`config.mk`:
```
export PLATFORM = sky130hd
export DESIGN_NAME = cache
export DESIGN_NICKNAME = d
export VERILOG_FILES = /design/src/rtl/cache_pkg.sv /design/src/rtl/main_ram.sv /design/src/rtl/cache.sv
export SDC_FILE = /design/constraint.sdc
export NUM_CORES = 1
export LEC_CHECK = 0
export CAP_MARGIN = 20
export CORE_ASPECT_RATIO = 0.9
export CORE_UTILIZATION = 25
export DETAILED_ROUTE_END_ITERATION = 16
export PLACE_DENSITY = 0.41
export SYNTH_ARGS = -nofsm -noshare
export SYNTH_HDL_FRONTEND = slang
export SYNTH_HIERARCHICAL = 1
export SYNTH_SLANG_ARGS = --single-unit
```
`constraint.sdc`:
```
create_clock -name clock -period 4.06 [get_ports clock]
set_clock_uncertainty 0.2 [all_clocks]
set_input_delay 1.015 -clock clock [delete_from_list [all_inputs] [get_ports clock]]
set_output_delay 1.015 -clock clock [all_outputs]
set_load 0.05 [all_outputs]
```
`src/rtl/cache_pkg.sv`:
```
// cache_pkg: shared widths and the controller state type for the cache subsystem.
//   ADDR_W  - byte address width (RAM depth is 2**ADDR_W)
//   DATA_W  - data width, one byte per line
//   INDEX_W - index bits, line count is 2**INDEX_W
//   TAG_W   - tag bits, ADDR_W - INDEX_W
package cache_pkg;

    localparam int unsigned ADDR_W  = 5;
    localparam int unsigned DATA_W  = 8;
    localparam int unsigned INDEX_W = 2;
    localparam int unsigned TAG_W   = ADDR_W - INDEX_W;
    localparam int unsigned LINES   = 1 << INDEX_W;
    localparam int unsigned DEPTH   = 1 << ADDR_W;

    typedef enum logic [1:0] {
        COMPARE,
        WRITEBACK,
        ALLOCATE,
        FILL
    } state_e;

endpackage

```
`src/rtl/main_ram.sv`:
```
// main_ram: DEPTH x DATA_W backing store with synchronous write and registered read.
// A synchronous reset reloads every word with its own address (mem[i] = i) and clears
// the read register.
//   clk_i    - clock
//   rst_i    - synchronous active-high reset
//   we_i     - write strobe
//   re_i     - read strobe, loads rdata_o at the edge
//   addr_i   - word address
//   wdata_i  - write data
//   rdata_o  - registered read data, holds between reads
module main_ram
    import cache_pkg::*;
(
    input  logic              clk_i,
    input  logic              rst_i,
    input  logic              we_i,
    input  logic              re_i,
    input  logic [ADDR_W-1:0] addr_i,
    input  logic [DATA_W-1:0] wdata_i,
    output logic [DATA_W-1:0] rdata_o
);

    logic [DATA_W-1:0] mem_q [DEPTH];
    logic [DATA_W-1:0] rdata_q;

    always_ff @(posedge clk_i) begin
        if (rst_i) begin
            for (int i = 0; i < int'(DEPTH); i++) begin
                mem_q[i] <= DATA_W'(i);
            end
            rdata_q <= '0;
        end else begin
            if (we_i) begin
                mem_q[addr_i] <= wdata_i;
            end
            if (re_i) begin
                rdata_q <= mem_q[addr_i];
            end
        end
    end

    assign rdata_o = rdata_q;

endmodule

```
`src/rtl/cache.sv`:
```
// cache: direct-mapped, write-back, write-allocate cache in front of main_ram.
// One requester presents rw/addr/in and holds them while cacheMiss is high.
//   clock     - clock, all state on the rising edge
//   reset     - synchronous active-high reset
//   rw        - 0 = read, 1 = write
//   addr      - byte address {tag, index}
//   in        - write data
//   q         - registered read data, untouched by writes
//   cacheMiss - request not yet complete
//   ramRead   - RAM read strobe (ALLOCATE only)
//   ramWrite  - RAM write strobe (WRITEBACK only)
//   ramAddr   - RAM address of the current access
//   ramOut    - registered RAM read data
module cache
    import cache_pkg::*;
(
    input  logic              clock,
    input  logic              reset,
    input  logic              rw,
    input  logic [ADDR_W-1:0] addr,
    input  logic [DATA_W-1:0] in,
    output logic [DATA_W-1:0] q,
    output logic              cacheMiss,
    output logic              ramRead,
    output logic              ramWrite,
    output logic [ADDR_W-1:0] ramAddr,
    output logic [DATA_W-1:0] ramOut
);

    state_e             state_q, state_d;
    logic [LINES-1:0]   valid_q, valid_d;
    logic [LINES-1:0]   dirty_q, dirty_d;
    logic [TAG_W-1:0]   tag_q  [LINES];
    logic [TAG_W-1:0]   tag_d  [LINES];
    logic [DATA_W-1:0]  data_q [LINES];
    logic [DATA_W-1:0]  data_d [LINES];
    logic [DATA_W-1:0]  q_q, q_d;

    logic [INDEX_W-1:0] idx;
    logic [TAG_W-1:0]   tag;
    logic               hit;

    assign idx = addr[INDEX_W-1:0];
    assign tag = addr[ADDR_W-1:INDEX_W];
    assign hit = valid_q[idx] && (tag_q[idx] == tag);

    always_comb begin
        state_d   = state_q;
        valid_d   = valid_q;
        dirty_d   = dirty_q;
        tag_d     = tag_q;
        data_d    = data_q;
        q_d       = q_q;
        cacheMiss = 1'b1;
        ramRead   = 1'b0;
        ramWrite  = 1'b0;
        ramAddr   = addr;

        unique case (state_q)
            COMPARE: begin
                cacheMiss = !hit;
                if (hit) begin
                    // A held request repeats here every cycle; both actions are idempotent.
                    if (rw) begin
                        data_d[idx]  = in;
                        dirty_d[idx] = 1'b1;
                    end else begin
                        q_d = data_q[idx];
                    end
                end else if (valid_q[idx] && dirty_q[idx]) begin
                    state_d = WRITEBACK;
                end else begin
                    state_d = ALLOCATE;
                end
            end
            WRITEBACK: begin
                ramWrite = 1'b1;
                ramAddr  = {tag_q[idx], idx};
                state_d  = ALLOCATE;
            end
            ALLOCATE: begin
                ramRead = 1'b1;
                state_d = FILL;
            end
            FILL: begin
                // A write miss lands later, on the COMPARE hit that follows.
                valid_d[idx] = 1'b1;
                dirty_d[idx] = 1'b0;
                tag_d[idx]   = tag;
                data_d[idx]  = ramOut;
                state_d      = COMPARE;
            end
            default: state_d = COMPARE;
        endcase
    end

    always_ff @(posedge clock) begin
        if (reset) begin
            state_q <= COMPARE;
            valid_q <= '0;
            dirty_q <= '0;
            q_q     <= '0;
        end else begin
            state_q <= state_d;
            valid_q <= valid_d;
            dirty_q <= dirty_d;
            q_q     <= q_d;
        end
    end

    // Tag and data contents are qualified by valid, so they need no reset.
    always_ff @(posedge clock) begin
        tag_q  <= tag_d;
        data_q <= data_d;
    end

    assign q = q_q;

    main_ram u_main_ram (
        .clk_i   (clock),
        .rst_i   (reset),
        .we_i    (ramWrite),
        .re_i    (ramRead),
        .addr_i  (ramAddr),
        .wdata_i (data_q[idx]),
        .rdata_o (ramOut)
    );

endmodule

```
==> impl_metrics.py <==
metrics = {
    "global_routing": {
        "grt_pass1_wl_um": 65500,
        "grt_start_max_net_pins": 68,
        "grt_pass1_vias": 9253,
        "antenna_found_initial": 0,
        "track_usage_pct": 14.5,
        "globalRouteOverflowTotal": 0,
    },
    "timing": {
        "drv_slew": 0,
        "worst_slew_margin_rel_pct": 41.9,
        "worst_pin_slew_ns": 0.871,
        "rsz0062_at_grt": "false",
        "fin_crit_sh_pct": 92.2,
        "fmax_mhz": 267,
        "finalCriticalPeriod_ns": 3.74,
        "hold_viol_final": 0,
        "finalSetupViolations": 0,
        "tns_ns": 0,
    },
    "synth": {
        "synth.ff_latch_count": 326,
        "syn_area_um2": 15300,
        "synth_top_area_share_pct": 59.0,
        "synth_nets": 1112,
        "yosys-top-cells-area": "edfxtp_1, mux4_2, and2_1, dfxtp_1, or3_1",
        "synthMostInstantiatedCell": "edfxtp_1",
        "yosys-top-cells-count": "edfxtp_1, and2_1, nor2_1, or3_1, clkbuf_1",
        "syn-instance-count": 1091,
        "synth_warnings": 6,
        "synth-main-ff-cell": "edfxtp_1",
        "synth_top_area_cell": "edfxtp_1",
        "synthArstFlopShare_pct": 0,
        "ys_seq_area_share_pct": 62.4,
        "synth_cell_types": 60,
        "synth-edff-count": 300,
        "avgSynthCellArea_um2": 14.0,
    },
    "final_layout": {
        "fin_nets": 1167,
        "syn2layout_area_growth_pct": 18.2,
        "n_fill_cell": 5980,
        "drive_gt1_share_pct": 20.6,
        "antenna_cells": 0,
        "finalInstanceArea_um2": 18000,
    },
    "flow_run": {
        "timing.max_cap.violations": 0,
    },
    "route": {
        "firstDrtPassIters": 5,
        "wl_per_cell_um": 22.9,
        "vias": 9145,
        "viasPerCell": 4.67,
        "wirelength_um": 44900,
        "drc": 0,
        "final_antenna_net_count": 0,
        "initialDrtViolationCount": 605,
    },
    "setup_path": {
        "crit_family": "buffers and inverters",
        "crit_top_cell": "buf_4",
        "crit_path_end_kind": "primary output",
        "critPathMaxStageDelay_ns": 0.89,
        "crit_chain": "buf_4, buf_4, clkdlybuf4s50_1",
        "crit_buf_inv": 3,
        "cp.arrival_ns": 2.53,
        "crit_required_ns": 2.84,
        "crit_type": "input pin to primary output",
        "crit_path_top_delay_cell": "clkdlybuf4s50_1",
        "cp_max_fo": 23,
        "critPathLaunchType": "input pin",
    },
    "floorplan": {
        "die_x_um": 263,
        "core_area_um2": 60100,
        "dieArea_um2": 62100,
        "die_y_um": 236,
        "rows": 85,
        "initial_core_util_pct": 25.4,
        "io_pins": 40,
    },
    "clock_network": {
        "clock-root-buffer": "clkbuf_16",
        "clock_latency_ns": 0.55,
        "cts_tree": "yes",
        "cts_num_sinks": 326,
        "cts_htree_levels": 2,
        "cts_resized": 0,
        "clk_pin_slew_worst_paths_ns": 0.05,
        "cts.path.max_buffers": 3,
        "cts_buffers": 39,
        "postCtsSetupBuffers": 0,
        "hold_buffers": 0,
    },
    "placed_design": {
        "placed_cell_area_um2": 16700,
        "dp_hpwl_um": 28700,
        "io_buffers": 39,
        "gp_congestion": 0.762,
    },
    "power_and_ir_drop": {
        "p_leak_nw": 5.88,
        "seqPwrFrac_pct": 46.8,
        "sw_frac_of_total_pct": 24.1,
        "pwr-share-clk_pct": 43.9,
        "vdd_ir_drop_max_v": 0.000236,
        "p_int_w": 0.00616,
        "p_switching_w": 0.00195,
        "comb_power_share_pct": 9.4,
        "power_density_nw_per_um2": 450,
    },
    "worst_hold_path": {
        "holdCritPathClass": "register to register",
    },
    "status": {
        "status": "complete, no violations",
    },
}
-- logic make-up (layout without fill, tap and decap cells) --
logic type / after synthesis / after routing / share of synthesized area [%]
fa+ha+maj: 5 / 5 / 0.410
xor+xnor: 3 / 3 / 0.172
simple gates: 472 / 472 / 18.3
flops: 326 / 326 / 62.4
buf+inv: 99 / 183 / 3.20
mux: 105 / 105 / 11.7
compound gates: 81 / 81 / 3.83
-- power by group through the flow --
stage          Sequential (W)  Clock [W]  Combinational (W)
2_1_floorplan         0.00388          0           0.000438
3_3_place_gp          0.00387          0           0.000771
3_5_place_dp          0.00387          0           0.000771
4_1_cts               0.00380    0.00366           0.000774
5_1_grt               0.00380    0.00379           0.000815
6_report              0.00380    0.00356           0.000762
-- registers in the layout, summed over array words and instances (netlist names), named ones only --
signal              cells
data_q                 32
q                       8
state_q                 2
tag_q                  12
u_main_ram/mem_q      256
u_main_ram/rdata_o      8
valid_q                 4
-- layer usage --
layer | wire length (um) | part of all wire [%] | global-route usage [%]
met2 | 20600 | 46 | 22.6
met4 | 810 | 1.8 | 4.08
met1 | 22100 | 49 | 20.7
met3 | 1400 | 3.1 | 2.25
met5 | 0 | 0 | 0
-- tightest hold or removal path: cells and delay by family (launching register included) --
family / cells / cell delay (ns)
AOI/OAI and AO/OA: 2 / 0.13
DFF: 1 / 0.30
-- final cells by class --
cell class	count	area [um^2]	share of cell area (%)
well taps	783	980	5.43
clock inverters	16	178	0.985
inverters	4	15.0	0.0832
repair buffers	109	975	5.40
multi-input cells	666	5250	29.1
flip-flops and latches	326	9530	52.8
clock buffers	54	1110	6.18
-- path summary, 6_finish.rpt --
kind,startpoint,slack [ns],to,cells past startpoint
worst max-delay path,addr[0],0.32,ramAddr[0],3
worst min-delay path,q[4],0.28,q[4],2
worst max register to register,state_q[1],0.99,u_main_ram/mem_q[9][2],7
worst min register to register,q[4],0.28,q[4],2
-- per-stage QoR --
step / hold WS [ns] / utilization [%] / total power, W / worst slack [ns] / instances
global route: 0.310 / 30.0 / 0.00840 / 0.224 / 1958
detailed placement: 0.276 / 27.9 / 0.00464 / 0.190 / 1888
floorplan: 0.263 / - / 0.00431 / 0.234 / 1091
CTS: 0.283 / 30.0 / 0.00823 / 0.269 / 1958
finish: 0.282 / 30.0 / 0.00812 / 0.317 / 1958
global placement: 0.275 / 27.9 / 0.00464 / 0.211 / 1888
-- placed cells by master, fill, tap and decap left out, types with 9 or more instances in the layout --
cell             instances
a21oi_1                 13
a22oi_1                 12
and2_1                 182
buf_4                   69
clkbuf_1                 9
clkbuf_16               41
clkdlybuf4s50_1         32
dfxtp_1                 26
edfxtp_1               300
mux2_2                  11
mux2i_1                 36
mux4_2                  58
nand2_1                 18
nand2b_1                10
nand3b_1                10
nor2_1                  87
o21ai_1                  9
or2_2                   33
or3_1                   81
Power figures use the tool's default switching activity.
